## src/rtl/button_command_sequencer.sv

```systemverilog
// button_command_sequencer: turns debounced button levels into one-cycle register commands with hold/auto-repeat
`ifndef REG_CTRL_WIDTH
`define REG_CTRL_WIDTH 3
`define REG_CTRL_NOP 3'd0
`define REG_CTRL_CLR 3'd1
`define REG_CTRL_LD  3'd2
`define REG_CTRL_INC 3'd3
`define REG_CTRL_DEC 3'd4
`endif
module button_command_sequencer #(
  parameter int unsigned HOLD_DELAY = 25000000,
  parameter int unsigned REPEAT_PERIOD = 5000000
) (
  input  logic                       clk,
  input  logic                       sync_reset,
  input  logic                       enable,
  input  logic                       btn_clr,
  input  logic                       btn_ld,
  input  logic                       btn_inc,
  input  logic                       btn_dec,
  output logic [`REG_CTRL_WIDTH-1:0] reg_ctrl,
  output logic                       cmd_valid,
  output logic                       busy
);
  typedef enum logic [1:0] {IDLE, HOLD, REPEAT, WAIT_RELEASE} state_t;
  localparam logic [25:0] HOLD_LIM = 26'(HOLD_DELAY - 1);
  localparam logic [25:0] REP_LIM = 26'(REPEAT_PERIOD - 1);
  state_t state_q, state_d;
  logic [25:0] cnt_q, cnt_d;
  logic [`REG_CTRL_WIDTH-1:0] sel_q, sel_d, ctrl_d, win;
  logic any_btn, sel_btn, rep_sel, due;
  // priority pick of the pressed button and status of the latched one
  always_comb begin
    win = btn_clr ? `REG_CTRL_CLR : btn_ld ? `REG_CTRL_LD : btn_inc ? `REG_CTRL_INC :
          btn_dec ? `REG_CTRL_DEC : `REG_CTRL_NOP;
    any_btn = btn_clr | btn_ld | btn_inc | btn_dec;
    sel_btn = (sel_q == `REG_CTRL_CLR) ? btn_clr : (sel_q == `REG_CTRL_LD) ? btn_ld :
              (sel_q == `REG_CTRL_INC) ? btn_inc : (sel_q == `REG_CTRL_DEC) ? btn_dec : 1'b0;
    rep_sel = (sel_q == `REG_CTRL_INC) || (sel_q == `REG_CTRL_DEC);
    due = cnt_q == ((state_q == HOLD) ? HOLD_LIM : REP_LIM);
  end
  // next state, counter, latched button and command to issue
  always_comb begin
    state_d = state_q;
    cnt_d = cnt_q;
    sel_d = sel_q;
    ctrl_d = `REG_CTRL_NOP;
    case (state_q)
      IDLE: if (enable && any_btn) begin
        ctrl_d = win;
        sel_d = win;
        cnt_d = '0;
        state_d = HOLD;
      end
      HOLD, REPEAT: begin
        if (!enable) begin
          state_d = WAIT_RELEASE;
          cnt_d = '0;
        end else if (!sel_btn) begin
          state_d = any_btn ? WAIT_RELEASE : IDLE;
          cnt_d = '0;
        end else if (!rep_sel) begin
          cnt_d = due ? cnt_q : cnt_q + 26'd1;
        end else if (due) begin
          ctrl_d = sel_q;
          cnt_d = '0;
          state_d = REPEAT;
        end else begin
          cnt_d = cnt_q + 26'd1;
        end
      end
      default: if (!any_btn) state_d = IDLE;
    endcase
  end
  // state and registered outputs; reset parks in WAIT_RELEASE so held buttons stay silent
  always_ff @(posedge clk) begin
    if (sync_reset) begin
      state_q <= WAIT_RELEASE;
      cnt_q <= '0;
      sel_q <= `REG_CTRL_NOP;
      reg_ctrl <= `REG_CTRL_NOP;
      cmd_valid <= 1'b0;
      busy <= 1'b1;
    end else begin
      state_q <= state_d;
      cnt_q <= cnt_d;
      sel_q <= sel_d;
      reg_ctrl <= ctrl_d;
      cmd_valid <= ctrl_d != `REG_CTRL_NOP;
      busy <= state_d != IDLE;
    end
  end
endmodule

```

## config.mk

```make
export PLATFORM = sky130hd
export DESIGN_NAME = button_command_sequencer
export DESIGN_NICKNAME = d
export VERILOG_FILES = /design/src/rtl/button_command_sequencer.sv
export SDC_FILE = /design/constraint.sdc
export NUM_CORES = 1
export LEC_CHECK = 0
export ABC_AREA = 0
export CAP_MARGIN = 20
export CORE_UTILIZATION = 50
export CTS_BUF_LIST = sky130_fd_sc_hd__clkbuf_16
export DETAILED_ROUTE_END_ITERATION = 8
export MAX_ROUTING_LAYER = met4
export PLACE_DENSITY = 0.72
export SLEW_MARGIN = 20
export SYNTH_ARGS = -nofsm -noshare
export SYNTH_HDL_FRONTEND = slang
export SYNTH_SLANG_ARGS = --single-unit
```

## constraint.sdc

```tcl
create_clock -name clk -period 2.6 [get_ports clk]
set_input_delay 0.52 -clock clk [delete_from_list [all_inputs] [get_ports clk]]
set_output_delay 0.52 -clock clk [all_outputs]
set_load 0.01 [all_outputs]
```

==> results of run 1 <==
[cells in the final DEF (no fill, tap or decap), drive strengths merged, types with 3 or more instances in the layout]
cell type,count
or4,4
o21ai,7
dfxtp,36
and3,3
nor4,5
nand4,11
nand3b,5
nand3,16
nand2,17
xnor2,8
xor2,7
ha,4
clkdlybuf4s50,11
nor2,22
o31ai,7
inv,6
a21oi,20
clkbuf,5
or3,10
buf,8
nor3,6
[worst register-to-register path: cells and delay by family (launching register included)]
family,cells,cell delay [ps]
buffers and inverters,2,390
flip-flops,1,420
AO/OA/AOI/OAI,2,720
adder cells (fa/ha/maj),1,220
AND/OR/NAND/NOR,3,510
[registers in the layout (all words and copies together) (netlist names)]
register	flops
sel_q	3
cnt_q	26
reg_ctrl	3
cmd_valid	1
busy	1
state_q	2
[worst max-delay path by stage]
stage               cells after the start  slack, ps         to
floorplan                               7        530  cnt_q[24]
finish                                  8        210  cnt_q[21]
global placement                        6         80       busy
detailed placement                      6         30  cnt_q[24]
global route                            8         40  cnt_q[17]
CTS                                     8        200  cnt_q[11]
[stage by stage]
step / std cells / worst slack, ps / total power [W] / utilization (%) / area (µm²)
floorplan: 241 / 527 / 0.00111 / - / 2030
global placement: 297 / 83.5 / 0.00129 / 58.3 / 2200
detailed placement: 297 / 27.0 / 0.00130 / 58.3 / 2200
CTS: 304 / 202 / 0.00185 / 61.8 / 2330
global route: 304 / 40.0 / 0.00196 / 61.8 / 2330
finish: 304 / 211 / 0.00185 / 61.8 / 2330
[metal layers]
layer  up-vias  share of wire (%)  track usage, %  routed length, µm
met3         5                3.8            4.66                174
li1        927                  -               -                  -
met1       907                 48            32.2               2160
met5         -                  0               -                  0
met4         0                1.4            10.6                 63
met2        39                 47            41.1               2130
[cell families after synthesis]
kind of cell / after synthesis
adders and majority gates: 4
DFF: 36
xor gates and xnor gates: 15
muxes: 3
and+or+nand+nor: 115
buffers and inverters: 17
AOI/OAI and AO/OA: 51
[cells in the mapped netlist, drive strengths merged (4+ instances only)]
master and number:
or3 10, nor4 5, clkbuf 4, nor2 22, o21ai 7, buf 7, a21oi 20, or4 4
inv 6, xnor2 8, o31ai 7, nor3 6, nand3 16, dfxtp 36, xor2 7, nand3b 5
ha 4, nand2 17, nand4 11
[area by class of cell]
type,instances,area (µm²)
repair buffers,19,170
inverters,6,22.5
multi-input cells,188,1220
clock buffers,5,125
clock inverters,2,7.51
flip-flops and latches,36,721
fillers,332,1440
well taps,48,60.1
[where the power goes]
group / internal [W] / switching, W / leakage, nW
Clock: 0.000342 / 0.000208 / 0.0648
Combinational: 0.000266 / 0.000408 / 0.365
Sequential: 0.000588 / 0.0000347 / 0.291
==> flow_metrics.env, run 1 <==
export IMPL_status="complete, no violations"
export IMPL_ys_warn_count=0
export IMPL_cp_end_kind="flop"
export IMPL_final_max_slew_violation_count=0
export IMPL_gp_congestion=0.854
export IMPL_rr_worst_depth=8
export IMPL_row_count=22
export IMPL_core_um2=3770
export IMPL_crit_arrival_ps=2550
export IMPL_n_antenna_cell=0
export IMPL_ys_flop_type="dfxtp_1"
export IMPL_grt_pass1_wl_um=8260
export IMPL_areaGrowthSynthToFinish_pct=14.6
export IMPL_final_hold_violation_count=0
export IMPL_hold_worst_slack_ps=492
export IMPL_p_leak_nw=0.721
export IMPL_synthSimpleGateAreaFrac_pct=31.1
export IMPL_io_pins=12
export IMPL_first_global_vias=1760
export IMPL_synthAdderAreaFrac_pct=2.46
export IMPL_startpoint_type="flop"
export IMPL_grt_overflow=0
export IMPL_synthTopCellsByArea="dfxtp_1, a21oi_1, nor2_1, nand3_1, xnor2_1"
export IMPL_clock_skew_final_ps=4.71
export IMPL_start_util_pct=53.9
export IMPL_slowest_delay_ps=450
export IMPL_cts_root_buf="clkbuf_16"
export IMPL_min_to="cnt_q[25]"
export IMPL_tns_ps=0
export IMPL_synth_top_area_share_pct=35.4
export IMPL_synth_top_cell_by_area="dfxtp_1"
export IMPL_synthDistinctLibCells=53
export IMPL_async_flop_share_pct=0
export IMPL_via_count=1878
export IMPL_slowest_stage="a2111oi_4"
export IMPL_die_area_um2=4330
export IMPL_cts_buffers=5
export IMPL_setup_viol=0
export IMPL_rsz0062_at_grt="no"
export IMPL_period_needed_ps=2390
export IMPL_path_class="reg2reg"
export IMPL_cts_clk_slew_worst_paths_ps=50
export IMPL_cts_sinks=36
export IMPL_hp_class="reg2reg"
export IMPL_clockBufferDepth=2
export IMPL_yosys_mux_area_fraction_pct=1.91
export IMPL_antenna_left=0
export IMPL_synth_xor_xnor_area_share_pct=6.46
export IMPL_syn_num_nets=252
export IMPL_worstPathMaxFanout=24
export IMPL_antenna_found_initial=0
export IMPL_r2r_start="state_q[1]"
export IMPL_power_density_nw_per_um2=792
export IMPL_r2r_end="cnt_q[21]"
export IMPL_synth_compound_area_share_pct=18.3
export IMPL_tightest_slew_ps=613
export IMPL_crit_start="state_q[1]"
export IMPL_min_from="cnt_q[25]"
export IMPL_wire_per_inst_um=14.9
export IMPL_drv_cap=0
export IMPL_routed_wl_um=4530
export IMPL_cts_tree="built"
export IMPL_cpLargestDelayFamily="compound AO/OA/AOI/OAI gates"
export IMPL_syn_instance_count=241
export IMPL_synth_top_family_by_area="simple AND/OR/NAND/NOR gates"
export IMPL_slew_headroom_pct=58.9
export IMPL_numPortBuffers=11
export IMPL_path_cells="inv_1 > ha_1 > nor4_1 > nand4_1 > a2111oi_4 > o41a_1 > buf_4 > nor2_1"
export IMPL_worst_skew_pair_late_latency_ps=280
export IMPL_ys_seq_elements=36
export IMPL_r2r_slack_ps=210
export IMPL_cts_resized=0
export IMPL_hold_buffers=0
export IMPL_die_x_um=65.8
export IMPL_path_buf_inv=2
export IMPL_min_path_cells=2
export IMPL_max_freq_mhz=419
export IMPL_period_share_pct=91.9
export IMPL_synth_edf_count=0
export IMPL_die_h_um=65.8
export IMPL_grt_max_degree=25
export IMPL_syn_area_um2=2030
export IMPL_hpwl_um=3270
export IMPL_critical_path_required_ps=2760
export IMPL_first_pass_iters=4
export IMPL_final_layout_size_suffix_gt1_share_pct=8.59
export IMPL_synth_seq_area_share_pct=35.4
export IMPL_htree_levels=2
export IMPL_vias_per_cell=6.18
export IMPL_grt_usage_pct=25.8
export IMPL_vdd_drop_max_mv=0.462
export IMPL_dr_first_iter_drc_count=159
export IMPL_nets=267
export IMPL_syn_avg_cell_area_um2=8.44
export IMPL_drcViolationCount=0
export IMPL_cts_setup_buffers=0
Note: power is estimated with default switching activity, not from simulation.
==> run 2: changes to the inputs <==
--- a/config.mk
+++ b/config.mk
@@ -6,7 +6,6 @@
 export NUM_CORES = 1
 export LEC_CHECK = 0
 export ABC_AREA = 0
-export CAP_MARGIN = 20
 export CORE_UTILIZATION = 50
 export CTS_BUF_LIST = sky130_fd_sc_hd__clkbuf_16
 export DETAILED_ROUTE_END_ITERATION = 8
==> results of run 2 <==
Final layout, timing and power as in run 1 (identical DEF).
